--- config.mk ---
export PLATFORM = sky130hd
export DESIGN_NAME = wb_master_arbiter
export DESIGN_NICKNAME = d
export VERILOG_FILES = /design/src/rtl/wb_master_arbiter_pkg.sv /design/src/rtl/wb_arb_watchdog.sv /design/src/rtl/wb_master_arbiter.sv
export SDC_FILE = /design/constraint.sdc
export NUM_CORES = 1
export LEC_CHECK = 0
export CORE_AREA = 2 2 126 128
export CTS_BUF_LIST = sky130_fd_sc_hd__clkbuf_16
export CTS_CLUSTER_DIAMETER = 120
export DETAILED_ROUTE_END_ITERATION = 8
export DIE_AREA = 0 0 128 130
export GPL_TIMING_DRIVEN = 0
export HOLD_SLACK_MARGIN = 0.02
export PLACE_DENSITY_LB_ADDON = 0.12
export SETUP_SLACK_MARGIN = 0.05
export SYNTH_ARGS = -nofsm -noshare
export SYNTH_HDL_FRONTEND = slang
export SYNTH_HIERARCHICAL = 1
export SYNTH_SLANG_ARGS = --single-unit
--- constraint.sdc ---
create_clock -name clk -period 6 [get_ports clk]
set_clock_uncertainty 0.15 [all_clocks]
set_input_delay 1.2 -clock clk [delete_from_list [all_inputs] [get_ports clk]]
set_output_delay 1.2 -clock clk [all_outputs]
set_load 0.03 [all_outputs]
--- src/rtl/wb_master_arbiter_pkg.sv ---
// Shared constants and types for the two-master pipelined Wishbone arbiter.
// Holds the FSM encodings, default limits and the debug view of arbiter state.
package wb_master_arbiter_pkg;

    localparam int MAX_OUT_DEF = 4;
    localparam int TIMEOUT_DEF = 255;

    localparam logic [1:0] ST_IDLE = 2'd0;
    localparam logic [1:0] ST_OWN0 = 2'd1;
    localparam logic [1:0] ST_OWN1 = 2'd2;

    typedef struct packed {
        logic [1:0] state;
        logic       last;
        logic [3:0] outstanding;
    } arb_dbg_t;

endpackage

--- src/rtl/wb_arb_watchdog.sv ---
// Ack watchdog: counts consecutive busy cycles without an ack and
// pulses expire for one cycle when the limit is reached.
module wb_arb_watchdog #(
    parameter int TIMEOUT = 255
) (
    input  logic clk,
    input  logic rst,
    input  logic active,
    input  logic ack,
    input  logic clear,
    output logic expire
);

    localparam logic [15:0] LIMIT = 16'(TIMEOUT - 1);

    logic [15:0] cnt;

    // Fires in the TIMEOUT-th consecutive busy cycle, not one cycle later.
    assign expire = active & ~ack & ~clear & (cnt == LIMIT);

    always_ff @(posedge clk or negedge rst) begin
        if (!rst) begin
            cnt <= '0;
        end else if (clear || !active || ack || expire) begin
            cnt <= '0;
        end else begin
            cnt <= cnt + 16'd1;
        end
    end

endmodule

--- src/rtl/wb_master_arbiter.sv ---
// Two-master (CPU m0, DMA m1) arbiter onto one pipelined Wishbone slave,
// with an outstanding-strobe limit, round-robin ties and an ack watchdog.
module wb_master_arbiter
    import wb_master_arbiter_pkg::*;
#(
    parameter int MAX_OUT = MAX_OUT_DEF,
    parameter int TIMEOUT = TIMEOUT_DEF
) (
    input  logic        clk,
    input  logic        rst,
    input  logic [31:0] m0_adr,
    input  logic [31:0] m0_out,
    input  logic [3:0]  m0_sel,
    input  logic        m0_we,
    input  logic        m0_cyc,
    input  logic        m0_stb,
    output logic [31:0] m0_in,
    output logic        m0_ack,
    output logic        m0_stall,
    output logic        m0_err,
    input  logic [31:0] m1_adr,
    input  logic [31:0] m1_out,
    input  logic [3:0]  m1_sel,
    input  logic        m1_we,
    input  logic        m1_cyc,
    input  logic        m1_stb,
    output logic [31:0] m1_in,
    output logic        m1_ack,
    output logic        m1_stall,
    output logic        m1_err,
    output logic [31:0] s_adr,
    output logic [31:0] s_out,
    output logic [3:0]  s_sel,
    output logic        s_we,
    output logic        s_cyc,
    output logic        s_stb,
    input  logic [31:0] s_in,
    input  logic        s_ack,
    input  logic        s_stall,
    output logic [1:0]  grant,
    output logic        timeout_flag,
    output arb_dbg_t    dbg
);

    localparam logic [3:0] MAX_OUT_L = 4'(MAX_OUT);

    logic [1:0]  state, state_nxt;
    logic        last, last_nxt;
    logic [3:0]  outstanding, out_nxt;

    logic        own0, own1, owning;
    logic [31:0] o_adr, o_out;
    logic [3:0]  o_sel;
    logic        o_we, o_cyc, o_stb, o_stall;
    logic        accept, ack_fwd, abort, full, expire, wd_active;

    assign own0   = (state == ST_OWN0);
    assign own1   = (state == ST_OWN1);
    assign owning = own0 | own1;

    always_comb begin
        o_adr = '0;
        o_out = '0;
        o_sel = '0;
        o_we  = 1'b0;
        o_cyc = 1'b0;
        o_stb = 1'b0;
        if (own0) begin
            o_adr = m0_adr;
            o_out = m0_out;
            o_sel = m0_sel;
            o_we  = m0_we;
            o_cyc = m0_cyc;
            o_stb = m0_stb;
        end else if (own1) begin
            o_adr = m1_adr;
            o_out = m1_out;
            o_sel = m1_sel;
            o_we  = m1_we;
            o_cyc = m1_cyc;
            o_stb = m1_stb;
        end
    end

    // Handshake: a strobe is accepted in any cycle where stb=1 and stall=0;
    // each accepted strobe is retired by exactly one ack (or by abort/timeout).
    assign full    = (outstanding == MAX_OUT_L);
    assign s_adr   = o_adr;
    assign s_out   = o_out;
    assign s_sel   = o_sel;
    assign s_we    = o_we;
    assign s_cyc   = o_cyc;
    assign s_stb   = o_cyc & o_stb & (outstanding < MAX_OUT_L);
    assign accept  = s_stb & ~s_stall;
    assign ack_fwd = o_cyc & s_ack & (outstanding != 4'd0);
    assign abort   = owning & ~o_cyc;
    assign o_stall = s_stall | full;

    assign wd_active = owning & (outstanding != 4'd0);

    wb_arb_watchdog #(
        .TIMEOUT(TIMEOUT)
    ) u_watchdog (
        .clk   (clk),
        .rst   (rst),
        .active(wd_active),
        .ack   (ack_fwd),
        .clear (abort),
        .expire(expire)
    );

    assign m0_in    = own0 ? s_in : 32'd0;
    assign m0_ack   = own0 & ack_fwd;
    assign m0_stall = own0 ? o_stall : 1'b1;
    assign m0_err   = own0 & expire;
    assign m1_in    = own1 ? s_in : 32'd0;
    assign m1_ack   = own1 & ack_fwd;
    assign m1_stall = own1 ? o_stall : 1'b1;
    assign m1_err   = own1 & expire;

    always_comb begin
        state_nxt = state;
        last_nxt  = last;
        case (state)
            ST_IDLE: begin
                if (m0_cyc && m1_cyc) begin
                    state_nxt = last ? ST_OWN0 : ST_OWN1;
                end else if (m0_cyc) begin
                    state_nxt = ST_OWN0;
                end else if (m1_cyc) begin
                    state_nxt = ST_OWN1;
                end
            end
            ST_OWN0: begin
                if (!m0_cyc) begin
                    state_nxt = ST_IDLE;
                    last_nxt  = 1'b0;
                end
            end
            ST_OWN1: begin
                if (!m1_cyc) begin
                    state_nxt = ST_IDLE;
                    last_nxt  = 1'b1;
                end
            end
            default: state_nxt = ST_IDLE;
        endcase
    end

    always_comb begin
        out_nxt = outstanding;
        if (abort || expire || !owning) begin
            out_nxt = 4'd0;
        end else if (accept && !ack_fwd) begin
            out_nxt = outstanding + 4'd1;
        end else if (!accept && ack_fwd) begin
            out_nxt = outstanding - 4'd1;
        end
    end

    always_ff @(posedge clk or negedge rst) begin
        if (!rst) begin
            state        <= ST_IDLE;
            last         <= 1'b1;
            outstanding  <= 4'd0;
            timeout_flag <= 1'b0;
        end else begin
            state        <= state_nxt;
            last         <= last_nxt;
            outstanding  <= out_nxt;
            timeout_flag <= timeout_flag | expire;
        end
    end

    assign grant = {own1, own0};
    assign dbg   = '{state: state, last: last, outstanding: outstanding};

endmodule

### After elaboration in Yosys (flattened, before gate mapping)

Index checks and enable logic that the tools add are counted.

* input bits: 178
* bits in registers: 24
* output and inout port bits: 151

* equal/unequal tests: 7
* bitwise logic cells: 21
* add/sub/neg operators: 3
* mux-type cells: 30
* reduce and logical (&&, ||, !) cells: 18
* order comparisons: 1

Operators by type and width (number)
* $mux W32: 6
* $mux W4: 5
* $add A16 B1 Y16 const B: 1
* $eq A16 B8 Y1 const B: 1
* $mux W16: 1
* $and A1 B1 Y1: 14
* $mux W2: 6
* $mux W1: 10
* $pmux W2 S3: 1
* $reduce_and A3 Y1: 2
* $logic_or A1 B1 Y1: 5
* $add A4 B1 Y4 const B: 1
* $eq A4 B3 Y1 const B: 1
* $logic_not A1 Y1: 4
* $lt A4 B3 Y1 const B: 1
* $ne A2 B2 Y1 const B: 2
* $ne A4 B4 Y1 const B: 1
* $not A1 Y1: 4
* $reduce_bool A4 Y1: 1
* $sub A4 B1 Y4 const B: 1
* $logic_and A1 B1 Y1: 3
* $or A1 B1 Y1: 3
* $reduce_bool A3 Y1: 1
* $eq A2 B1 Y1 const B: 1
* 4 further kinds: 4

### Longest topological paths before layout

* depth after elaboration: 12
* mapped depth: 13
* gate-level depth less buffers: 12

### Cells and area by module

The synthesis kept the hierarchy.

Modules (own cells, without submodules)
* wb_master_arbiter: cells an instance 375, area each 2109.5 µm², instances 1
* wb_arb_watchdog: cells an instance 83, area each 809.5 µm², instances 1

### Least setup slack after synthesis

OpenSTA, ideal clock, no wires.

* path kind: input-to-output
* start point: in m1_cyc
* end point: out m1_err
* path slack: 2300 ps
* required time: 4650 ps
* stages: 8
* arrival: 2350 ps
* cell sequence: nand3b_1 and2_1 inv_1 nor2_1 nor2_1 nand2_1 nor2_1 and2_1

* elaborated cells between the ends (all ways): 12
* classes of those cells: mux: 2; bitwise: 10

RTL lines
* start, declared: RTL line wb_master_arbiter.sv:25 `input logic m1_cyc,`
* $mux W1: RTL line wb_master_arbiter.sv:75 `end else if (own1) begin`
* $mux W1: RTL line wb_master_arbiter.sv:68 `if (own0) begin`
* net s_cyc: RTL line wb_master_arbiter.sv:35 `output logic s_cyc,`
* $not A1 Y1: RTL line wb_master_arbiter.sv:96 `assign abort = owning & ~o_cyc;`
* $and A1 B1 Y1: RTL line wb_master_arbiter.sv:96
* net abort: RTL line wb_master_arbiter.sv:55 `logic accept, ack_fwd, abort, full, expire, wd_active;`
* $not A1 Y1: RTL line wb_arb_watchdog.sv:19 `assign expire = active & ~ack & ~clear & (cnt == LIMIT);`
* $and A1 B1 Y1 (2 in a row): RTL line wb_arb_watchdog.sv:19
* net expire: RTL line wb_master_arbiter.sv:55
* $and A1 B1 Y1: RTL line wb_master_arbiter.sv:119 `assign m1_err = own1 & expire;`
* end, declared: RTL line wb_master_arbiter.sv:30 `output logic m1_err,`

The timed path passes the listed nets, and every way through them passes these cells.

### Final worst setup path

* start point: in m1_cyc
* end point: out m1_err

* elaborated cells between the ends (all ways): 12
* classes of those cells: mux: 2; bitwise: 10

RTL lines (RTL line)
* $mux W1: wb_master_arbiter.sv:75
* $mux W1: wb_master_arbiter.sv:68
* $not A1 Y1: wb_master_arbiter.sv:96
* $and A1 B1 Y1: wb_master_arbiter.sv:96
* net abort: wb_master_arbiter.sv:55
* $not A1 Y1: wb_arb_watchdog.sv:19
* $and A1 B1 Y1 (2 in a row): wb_arb_watchdog.sv:19
* net expire: wb_master_arbiter.sv:55
* $and A1 B1 Y1: wb_master_arbiter.sv:119

The timed path passes the listed nets, and every way through them passes these cells.

==> impl_metrics.ini <==
[worst_hold_path]
hold_path_class = reg -> reg

[global_routing]
grtUsageMet2_pct = 36.0
grt_pass1_wl_um = 23900
use_met1_pct = 20.5
grt_usage_pct = 18.9
grt_pass1_vias = 4183
top_usage_layer = met2
grt_start_max_net_pins = 25
antenna_found_initial = 0
grt.overflow.total = 0
use_met3_pct = 4.76

[yosys]
synth_top_cell_area_share_pct = 19.7
async_flop_share_pct = 100
ys_ff_latch = 24
netlist_instances = 458
netlist.top_cell.by_area = dfrtp_1
synth_common_cells = 145 x nand2_1, 69 x and2_1, 67 x o21ai_0, 30 x clkbuf_1, 28 x nor2_1
ys_seq_area_share_pct = 20.6
netlist_area_um2 = 2920
synthMuxAreaShare_pct = 0.729
synth_warnings = 6
synth_xor_area_share_pct = 5.06
synth_top_family_by_area = simple AND/OR/NAND/NOR gates
synth-simple-area-share_pct = 45.4
synth_top_cells_by_area = dfrtp_1 20%, nand2_1 19%, and2_1 15%
synth-adder-area-share_pct = 3.69
synth_edf_count = 0
synthFlopType = dfrtp_1
synth_compound_area_share_pct = 18.0
synth_nets = 644
yosysMostFrequentCell = nand2_1
synth.distinct_cells = 50
syn_avg_cell_area_um2 = 6.37

[timing]
report.final.setup_viol = 0
setup_ws_ps = 1060
tns_ps = 0
slew_headroom_pct = 25.2
timing.fmax_ghz = 0.203
fin_crit_sh_pct = 82.3
fin_crit_ps = 4940
finalHoldViolations = 0
rsz0062_at_grt = false
tightest_slew_ps = 1120
drv_slew = 0

[floorplanning]
dieHeight_um = 130
die_area_um2 = 16600
row_count = 46
ios = 329
die_w_um = 128
core_um2 = 15400
initial_core_util_pct = 18.9

[clock_network]
cts_resized = 0
htree_levels = 1
ctsLongestPathBuffers = 2
clock-root-buffer = clkbuf_16
cts_tree = built
cts.clk_slew.worst_paths_ps = 60
ctsHoldBuffers = 0
numCtsBuffers = 3
postCtsSetupRepairBufs = 0
clk_latency_ps = 260
clkSinkCount = 24

[worst_setup_path]
cp_slowest_cell = clkdlybuf4s50_1
slowest_delay_ps = 690
crit_chain = clkdlybuf4s50_1 -> nand3b_1 -> and2_1 -> inv_1 -> nor2_1 -> nor2_1 -> nand2_1 -> nor2_1 -> and2_1 -> clkdlybuf4s50_1
cp-end-kind = primary output
cp_num_buf_inv = 3
cp.required_ps = 4650
cp-start-kind = primary input
crit_fanout = 6
cp_common_cell = nor2_1
crit_type = in -> out
critPathTopFamily = buffers and inverters
arrival_ps = 3590

[detailed_routing]
ant_nets = 0
viasPerCell = 4.41
vias = 4334
first_pass_iters = 4
drc_errors = 0
wl_per_cell_um = 17.6
routed_wl_um = 17200
drt_iter0_drc = 172

[placed_design]
portBuffers = 328
gp_congestion = 0.853
hpwl_um = 15000
dp_slack_ps = 1000

[power]
p_leak_nw = 2.40
seqPwrFrac_pct = 7.4
p_switching_mw = 1.40
p_clk_share_pct = 5.8
switching_share_pct = 55.6
cellPowerDensity_nw_per_um2 = 387
p_int_mw = 1.12
combPwrFrac_pct = 86.8
max-vdd-ir-drop_uv = 253

[finish]
finalNetCount = 977
drive_gt1_share_pct = 2.66
num_antenna_cells = 0
nFillCells = 1607
syn_to_final_growth_pct = 123

[outcome]
status = complete, no violations

[job]
maxCapViolCount = 0
-- per-layer routing --
metal | share of wire (%) | vias to the layer above | wire, um
met5 | 0 | - | 0
met4 | 2.7 | 0 | 463
met3 | 7.4 | 23 | 1280
met2 | 52 | 195 | 9040
met1 | 37 | 1963 | 6460
li1 | - | 2153 | -
-- registers in the layout (all words and copies together) (netlist names) --
register,cells
outstanding,4
timeout_flag,1
state,2
last,1
u_watchdog/cnt,16
-- final timing paths --
path	endpoint	cells after the start	from	slack, ps
max	m1_err	10	m1_cyc	1060
min	timeout_flag$_DFF_PN0_	1	timeout_flag$_DFF_PN0_	320
max reg2reg	outstanding[3]$_DFFE_PN0P_	11	state[0]$_DFFE_PN0P_	3210
min reg2reg	timeout_flag$_DFF_PN0_	1	timeout_flag$_DFF_PN0_	320
max in group asynchronous	u_watchdog/cnt[15]$_DFF_PN0_	1	rst	3640
min in group asynchronous	outstanding[0]$_DFFE_PN0P_	1	rst	1390
-- metrics by stage --
step | instances | instance area [um2] | utilization, % | hold slack [ps] | power (mW)
after floorplan | 458 | 2920 | - | 305 | 1.39
after CTS | 982 | 6520 | 42.3 | 321 | 2.55
after global placement | 978 | 6440 | 41.8 | 298 | 2.39
after detailed placement | 978 | 6440 | 41.8 | 303 | 2.40
after global routing | 982 | 6520 | 42.3 | 343 | 2.66
final | 982 | 6520 | 42.3 | 317 | 2.52
-- placed cells by master, fill, tap and decap left out, types with 2 or more instances in the layout --
| cell type | count |
|---|---|
| dfrtp_1 | 23 |
| clkbuf_1 | 30 |
| xnor2_1 | 12 |
| nor3_2 | 2 |
| nor2_1 | 28 |
| nor4_1 | 4 |
| nand3_1 | 9 |
| nand3b_1 | 2 |
| nor4b_1 | 2 |
| buf_4 | 3 |
| o31ai_1 | 2 |
| nor3_1 | 2 |
| a22o_1 | 6 |
| ha_1 | 7 |
| clkbuf_16 | 3 |
| a21oi_1 | 2 |
| nand2_1 | 145 |
| o21ai_0 | 67 |
| and2_1 | 69 |
| inv_1 | 10 |
| xor2_1 | 3 |
| clkdlybuf4s50_1 | 328 |
-- power groups by stage --
stage               Sequential (mW)  Combinational (mW)  Clock (mW)
floorplan                     0.200                1.19           0
global placement              0.189                2.20           0
detailed placement            0.189                2.21           0
CTS                           0.187                2.22       0.151
global route                  0.189                2.32       0.156
finish                        0.187                2.19       0.146
-- worst register-to-register path: stages, from the launching register on --
cell	delay (ps)
dfrtp_1	410
inv_1	100
ha_1	220
buf_2	190
and4b_4	220
o211ai_2	280
ha_1	290
a21o_1	180
a21oi_1	170
xnor2_1	180
a211oi_2	100
a31o_1	190
-- logic make-up (layout without fill, tap and decap cells) --
| family | count (synthesis) | in the layout |
|---|---|---|
| simple gates | 275 | 275 |
| xor+xnor | 16 | 16 |
| flops | 24 | 24 |
| buf+inv | 45 | 377 |
| fa+ha+maj | 8 | 8 |
| compound gates | 88 | 88 |
| mux | 2 | 2 |
-- area by class of cell --
class                           count  area [um2]  area share, %
Sequential cell                    24         602           9.23
Tap cell                          192         240           3.68
Multi-Input combinational cell    389        2130           32.6
Inverter                           10        37.5          0.576
Buffer                             35         151           2.32
Timing Repair Buffer              328        3280           50.3
Clock inverter                      1        3.75         0.0576
Clock buffer                        3        75.1           1.15
Power figures use the tool's default switching activity.
